--- src/rtl/pipe_stage_skid.sv ---
// Generic pipeline-stage register: valid/ready handshake, two-entry skid buffer,
// bubble insertion and flush. Define PIPE_STATS_EN to add saturating stats counters.
module pipe_stage_skid #(
  parameter int unsigned CTRL_W = 19,
  parameter int unsigned DATA_W = 191
) (
  input  logic              clk,
  input  logic              rst,
  input  logic              in_valid,
  output logic              in_ready,
  input  logic [CTRL_W-1:0] in_ctrl,
  input  logic [DATA_W-1:0] in_data,
  input  logic              bubble,
  input  logic              flush,
  output logic              out_valid,
  input  logic              out_ready,
  output logic [CTRL_W-1:0] out_ctrl,
  output logic [DATA_W-1:0] out_data,
  output logic [1:0]        occupancy
`ifdef PIPE_STATS_EN
  ,
  output logic [15:0]       bubble_cnt,
  output logic [15:0]       flush_cnt,
  output logic [15:0]       stall_cnt
`endif
);

  logic              main_v, skid_v;
  logic [CTRL_W-1:0] main_ctrl, skid_ctrl;
  logic [DATA_W-1:0] main_data, skid_data;
  logic              ready_q;
  logic [1:0]        occ_q;

  logic              main_v_n, skid_v_n;
  logic [CTRL_W-1:0] main_ctrl_n, skid_ctrl_n;
  logic [DATA_W-1:0] main_data_n, skid_data_n;

  logic              w_bubble, w_in, w_v, drain;
  logic [CTRL_W-1:0] w_ctrl;
  logic [DATA_W-1:0] w_data;

  // Write request: flush beats bubble beats input; a bubble only lands while ready.
  always_comb begin
    w_bubble = bubble && ready_q && !flush;
    w_in     = in_valid && ready_q && !bubble && !flush;
    w_v      = w_bubble || w_in;
    w_ctrl   = w_in ? in_ctrl : '0;
    w_data   = w_in ? in_data : '0;
    drain    = main_v && out_ready && !flush;
  end

  always_comb begin
    main_v_n    = main_v;
    main_ctrl_n = main_ctrl;
    main_data_n = main_data;
    skid_v_n    = skid_v;
    skid_ctrl_n = skid_ctrl;
    skid_data_n = skid_data;
    if (flush) begin
      main_v_n    = 1'b0;
      main_ctrl_n = '0;
      main_data_n = '0;
      skid_v_n    = 1'b0;
      skid_ctrl_n = '0;
      skid_data_n = '0;
    end else if (!main_v || drain) begin
      if (skid_v) begin
        // Skid always refills main first so ordering stays FIFO.
        main_v_n    = 1'b1;
        main_ctrl_n = skid_ctrl;
        main_data_n = skid_data;
        skid_v_n    = 1'b0;
        skid_ctrl_n = '0;
      end else if (w_v) begin
        main_v_n    = 1'b1;
        main_ctrl_n = w_ctrl;
        main_data_n = w_data;
      end else begin
        main_v_n    = 1'b0;
        main_ctrl_n = '0;
      end
    end else if (!skid_v && w_v) begin
      skid_v_n    = 1'b1;
      skid_ctrl_n = w_ctrl;
      skid_data_n = w_data;
    end
  end

  always_ff @(posedge clk or posedge rst) begin
    if (rst) begin
      main_v    <= 1'b0;
      main_ctrl <= '0;
      main_data <= '0;
      skid_v    <= 1'b0;
      skid_ctrl <= '0;
      skid_data <= '0;
      ready_q   <= 1'b1;
      occ_q     <= '0;
    end else begin
      main_v    <= main_v_n;
      main_ctrl <= main_ctrl_n;
      main_data <= main_data_n;
      skid_v    <= skid_v_n;
      skid_ctrl <= skid_ctrl_n;
      skid_data <= skid_data_n;
      ready_q   <= ~skid_v_n;
      occ_q     <= {1'b0, main_v_n} + {1'b0, skid_v_n};
    end
  end

  assign in_ready  = ready_q;
  assign out_valid = main_v;
  assign out_ctrl  = main_ctrl;
  assign out_data  = main_data;
  assign occupancy = occ_q;

`ifdef PIPE_STATS_EN
  always_ff @(posedge clk or posedge rst) begin
    if (rst) begin
      bubble_cnt <= '0;
      flush_cnt  <= '0;
      stall_cnt  <= '0;
    end else begin
      if (w_bubble && bubble_cnt != '1) bubble_cnt <= bubble_cnt + 16'd1;
      if (flush && flush_cnt != '1) flush_cnt <= flush_cnt + 16'd1;
      if (main_v && !out_ready && stall_cnt != '1) stall_cnt <= stall_cnt + 16'd1;
    end
  end
`endif

endmodule

--- config.mk ---
export PLATFORM = sky130hd
export DESIGN_NAME = pipe_stage_skid
export DESIGN_NICKNAME = d
export VERILOG_FILES = /design/src/rtl/pipe_stage_skid.sv
export SDC_FILE = /design/constraint.sdc
export NUM_CORES = 1
export LEC_CHECK = 0
export ABC_AREA = 1
export BUFFER_PORTS_ARGS = -buffer_cell sky130_fd_sc_hd__buf_2
export CAP_MARGIN = 20
export CORE_UTILIZATION = 60
export DETAILED_ROUTE_END_ITERATION = 6
export MAX_ROUTING_LAYER = met4
export PLACE_DENSITY = 0.91
export SLEW_MARGIN = 0
export SYNTH_ARGS = -nofsm -noshare
export SYNTH_HDL_FRONTEND = slang
export SYNTH_SLANG_ARGS = --single-unit
--- constraint.sdc ---
create_clock -name clk -period 35.3 [get_ports clk]
set_input_delay 3.53 -clock clk [delete_from_list [all_inputs] [get_ports clk]]
set_output_delay 3.53 -clock clk [all_outputs]
set_load 0.02 [all_outputs]
==> summary.txt, run 1 <==
Synthesis
  – Number of distinct library cells after synthesis: 22
  – YS warnings: 0
  – Gate Count Post-Synth: 2687
  – Mapped Area: 0.0209 sq mm
  – #FFs+latches synth: ~430
  – Top cells by area, synth: dfrtp_1 (51%), nand2_1 (19%), nand3_1 (10%)
  – Syn avg cell area: between 7 and 8 sq um
  – Sequential area share after synthesis: 0.510
  – Area leader, netlist: dfrtp_1
  – Syn nets: between 2000 and 3000
  – Top cell type's share of synthesized area: 0.509

STA
  – Worst slew margin: 0.219
  – RSZ-0062 raised after global routing: false
  – Slew Limit Fails: 0
  – Fin crit share: 0.204
  – Slew @ Worst Pin: roughly 1.2 ns
  – Final Hold Viols: 0
  – Hold WS: 0.464 ns
  – Max Clk Rate: 0.139 GHz
  – Clock Skew: a little under 0.02 ns
  – Period minus WS final: slightly above 7 ns
  – Fin Setup TNS: 0 ns
  – Setup violations, final: 0

Detailed routing
  – Avg WL per Cell: around 18 um
  – DRC viols: 0
  – TritonRoute pass-1 iters: 6
  – Met2 Wirelength: slightly below 30000 um
  – Uppermost routed layer: met4
  – Iteration-0 DRC count of the detailed router: approximately 2500
  – DR WL met3: approximately 5700 um
  – Post-DRT Antenna Nets: 0
  – Vias per std cell: 5.84
  – Vias: between 20000 and 25000
  – DRT Wirelength: around 62000 um
  – Met1 WL: approximately 24000 um

Worst setup path
  – CP required: about 36 ns
  – Worst r2r dst: out_data[53]
  – Worst R2R Setup Slack: 31.13 ns
  – Reg2Reg Depth: 8
  – Crit path capture type: flip-flop
  – Crit-path max FO: about 100
  – Kind of critical path: primary input to flip-flop
  – Worst reg2reg path startpoint: in_ready
  – Worst setup SP type: primary input
  – Worst Path Arrival: between 7 and 8 ns

Clocking
  – H-Tree Depth: 2
  – Postcts setup bufs: 0
  – CTS tree: built
  – Num CTS Buffers: 45
  – Post-CTS sizing: 0
  – Clock slew at reported path FFs: roughly 0.060 ns
  – Clk root buf: clkbuf_16
  – Hold-fix buffers, CTS: 0
  – Clk sinks: around 430
  – Worst-Skew Late Latency: 0.56 ns
  – Clock tree buffer depth: 3

Worst hold path
  – Hold WC Path Type: flip-flop to flip-flop
  – WHS Path Cells: 2
  – Min-delay src: skid_data[64]
  – Worst hold endpoint: skid_data[64]

Floorplan
  – Rows: 67
  – Die area: between 0.03 and 0.04 sq mm
  – Starting Density: 0.616
  – Die height: approximately 190 um
  – Ports: 430
  – Die X: ~190 um
  – Area of the core: about 0.034 sq mm

Run status
  – Outcome: finished, final reports clean

Global route
  – First-pass GRT wire length: between 100000 and 150000 um
  – Total track usage: 0.358
  – Vias in the first global route: about 20000
  – Total congestion overflow: 0
  – Antenna violations before repair: 25
  – Largest net degree at the start of global routing: 212

Power
  – Pwr Density: 46.1 mW/mm^2
  – VDD IR max: approximately 30 uV
  – Leakage power: about 15 nW

Run
  – Max-Cap Viols: 0

Layout
  – Fillers: roughly 2500
  – Layout area overhead: 17.8%
  – Register Area: 0.0106 sq mm
  – Multi-input gate area: 0.00925 sq mm
  – Share of cells above drive strength 1: 0.213
  – Layout Nets: between 3000 and 4000

Place
  – Port buffer count: 429
  – Routability cong.: approximately 0.9
  – Post-DP HPWL: ~36000 um
## synth_stat cells, drive strengths merged
cell type     n
nand3b      191
ha            1
nand3       421
clkbuf       74
a21oi         3
dfrtp       424
o211ai        1
o21ai         2
buf         143
nand2      1077
nor2        235
nor3          1
inv           9
or2         104
dfstp         1
## kinds of logic (layout without fill, tap and decap cells)
family                     after synthesis  after routing  share of synthesized area
and+or+nand+nor                       2029           2029                      0.438
DFF                                    425            425                      0.510
buffers and inverters                  226            544                     0.0495
AOI/OAI and AO/OA                        6              6                    0.00210
adders and majority gates                1              1                   0.000600
other                                    0             26                          0
## sequential cells by signal (all words and copies together), names as in the netlist
name,flops
out_data,191
skid_ctrl,19
in_ready,1
out_ctrl,19
out_valid,1
occupancy,2
skid_data,191
skid_v,1
## layout by cell type, fill, tap and decap left out, drive strengths merged
cell type and n:
nand2 1077, clkinv 5, a21oi 3, dfrtp 424, nand3 421, clkinvlp 1
bufinv 3, or2 104, nor3 1, ha 1, o21ai 2, clkbuf 73
buf 452, diode 26, nand3b 191, o211ai 1, nor2 235, dfstp 1
inv 10
## critical path, cell delays in order
cell     delay [ns]
buf_4          0.42
nor2_4         0.24
buf_4          0.88
nand2_1        0.37
a21oi_4        0.95
buf_4          0.82
nand3_1        0.24
nand2_1        0.11
## layer usage
layer  track usage  vias up
met1         0.444     9707
li1              -     9150
met2         0.551     1199
met5             -        -
met4         0.218        0
met3        0.0617      245
## worst max-delay path by stage
stage / endpoint / cells past startpoint / slack [ns] / start
detailed placement: skid_data[68] / 8 / 27.61 / flush
global placement: skid_data[69] / 8 / 27.70 / flush
finish: out_data[53] / 8 / 28.08 / flush
global route: out_data[53] / 8 / 27.86 / flush
CTS: out_data[11] / 9 / 28.16 / flush
floorplan: occupancy[0] / 1 / 19.94 / rst
## area by class of cell
type                       count  area share
timing repair buffer         452       0.101
sequential                   425       0.433
tap                          448      0.0228
inverter                       9     0.00198
clock inverter                10     0.00534
multi-input combinational   2036       0.376
clock buffer                  73      0.0571
antenna                       26     0.00265
## metrics by stage
step / setup WS [ns] / utilization / instances / cell area, sq um / power [mW]
floorplan: 19.94 / - / 2687 / 20900 / 0.604
global placement: 27.70 / 0.673 / 3363 / 22800 / 0.643
detailed placement: 27.61 / 0.673 / 3363 / 22800 / 0.647
CTS: 28.16 / 0.718 / 3446 / 24300 / 1.13
global route: 27.86 / 0.726 / 3478 / 24600 / 1.17
finish: 28.08 / 0.726 / 3479 / 24600 / 1.13
## power by group
part | internal [mW] | switching (mW)
combinational | 0.0362 | 0.0931
clock | 0.294 | 0.196
sequential | 0.505 | 0.0101
(Power assumes the default switching activity.)
==> inputs of run 2 (changes only) <==
- CORE_UTILIZATION: 60 -> 50
- PLACE_DENSITY: 0.91 -> 0.82
- clock period: 35.3 -> 6.51 ns (I/O delays scaled with it)
==> summary.txt, run 2 (synthesis results as in run 1) <==
Run status
  – Outcome: finished with violations
  – Failing checks: DRC

STA
  – Hold WS: 0.0708 ns
  – Worst slew margin: 0.261
  – Fin crit share: 0.618
  – Period minus WS final: 4.02 ns
  – Final worst slack: approximately 2.5 ns
  – RSZ-0062 raised after global routing: false
  – Fin Setup TNS: 0 ns
  – Slew @ Worst Pin: about 1.1 ns
  – Setup violations, final: 0
  – Max Clk Rate: between 0.2 and 0.25 GHz
  – Final Hold Viols: 0
  – Slew Limit Fails: 0
  – Clock Skew: 0.0314 ns

Detailed routing
  – DRT Wirelength: 61800 um
  – Iteration-0 DRC count of the detailed router: ~2000
  – Avg WL per Cell: 17.4 um
  – Vias: slightly below 20000
  – Post-DRT Antenna Nets: 0
  – Vias per std cell: 5.58
  – TritonRoute pass-1 iters: 7
  – DRC viols: 96

Floorplan
  – Die area: about 0.043 sq mm
  – Rows: 74
  – Starting Density: 0.509
  – Area of the core: just over 0.04 sq mm
  – Ports: 430
  – Die height: between 200 and 250 um
  – Die X: just over 200 um

Global route
  – Vias in the first global route: roughly 19000
  – Largest net degree at the start of global routing: between 200 and 250
  – Total track usage: 0.295
  – Total congestion overflow: 0
  – Antenna violations before repair: 6
  – First-pass GRT wire length: roughly 98000 um

Power
  – Leakage power: 14.9 nW
  – Pwr Density: around 250 mW/mm^2
  – Final total power: a little over 6 mW
  – VDD IR max: between 150 and 200 uV

Worst setup path
  – Crit-path max FO: 122
  – CP bufs+invs: 3
  – Worst Path Arrival: ~4.5 ns
  – Slowest stage cell, crit path: nand2_4
  – Worst setup SP type: flip-flop
  – Crit-path leading delay family: simple AND/OR/NAND/NOR gates
  – Cell Chain, Critical Path: inv_8, buf_16, nand3_1, nand2_4, nand2_4, buf_4, nand2_1, nand2_1
  – CP required: around 7.0 ns
  – Crit path capture type: flip-flop
  – Kind of critical path: flip-flop to flip-flop
  – CP max stage delay: a little under 0.8 ns

Place
  – Setup WS pre-CTS: about 2.2 ns
  – Post-DP HPWL: 36700 um
  – Port buffer count: between 400 and 500
  – Routability cong.: 0.881

Run
  – Max-Cap Viols: 0

Layout
  – Commonest non-fill, non-tap cell in the layout: nand2_1
  – Post-Route Utilization: 0.601
  – Share of cells above drive strength 1: 0.214
  – Layout Nets: between 3000 and 4000
  – Most frequent cells in the layout: nand2_1 (1073), buf_2 (428), dfrtp_1 (424)
  – Layout area overhead: 18.1%

Clocking
  – Clock slew at reported path FFs: 0.06 ns
  – Clk root buf: clkbuf_16
  – H-Tree Depth: 2
  – Worst-Skew Late Latency: a little under 0.6 ns
  – Hold-fix buffers, CTS: 0
  – Num CTS Buffers: 46
  – CTS tree: built
  – Postcts setup bufs: 0
  – Clk sinks: 425
  – Post-CTS sizing: 0
  – Clock tree buffer depth: 3

Worst hold path
  – Hold WC Path Type: primary input to async pin
run 2: cell count changes in the layout (fill, tap and decap cells not counted), sizes merged:
cell / change
clkbuf: -3
clkinv: +5
inv: -2
diode: -14
buf: -1
clkinvlp: +1
run 2: through the flow:
stage	std cells	cell area, sq um
2_1_floorplan	2687	20900
3_3_place_gp	3450	23000
3_5_place_dp	3450	23000
4_1_cts	3534	24500
5_1_grt	3543	24600
6_report	3549	24600
run 2: path summary, 6_finish.rpt:
check | start | end | slack [ns] | cells after the start
setup reg to reg | skid_v | skid_data[145] | 2.49 | 8
max in group asynchronous | rst | out_data[5] | 4.93 | 4
setup / recovery | skid_v | skid_data[145] | 2.49 | 8
hold reg to reg | skid_data[65] | skid_data[65] | 0.46 | 2
hold / removal | rst | skid_data[110] | 0.07 | 2
min in group clk | in_ctrl[4] | out_ctrl[4] | 0.42 | 5
run 2: power by group:
group	internal (mW)	switching, mW	leakage, nW	total [mW]
Sequential	2.74	0.0562	5.86	2.79
Clock	1.61	1.10	0.778	2.70
Combinational	0.190	0.497	8.30	0.688
Total	4.54	1.65	14.9	6.18
run 2: metal layers:
metal  global-route usage  wire length, um  share of wire
met3               0.0560             4870          0.079
met1                0.383            25500           0.41
met4                0.128             2240          0.036
met5                    -                0              0
met2                0.453            29200           0.47
run 2: cell type report:
type                       count  area (sq um)
clock inverter                14           174
sequential                   425         10600
fill                        3511         16400
timing repair buffer         451          2430
clock buffer                  70          1400
tap                          532           666
multi-input combinational   2036          9250
antenna                       12          30.0
inverter                       9          45.0
run 2: worst register-to-register path, delay by kind of cell, from the launching register on:
kind	cells	cell delay, ns
DFF	1	0.46
buffers and inverters	3	1.41
and+or+nand+nor	5	2.00
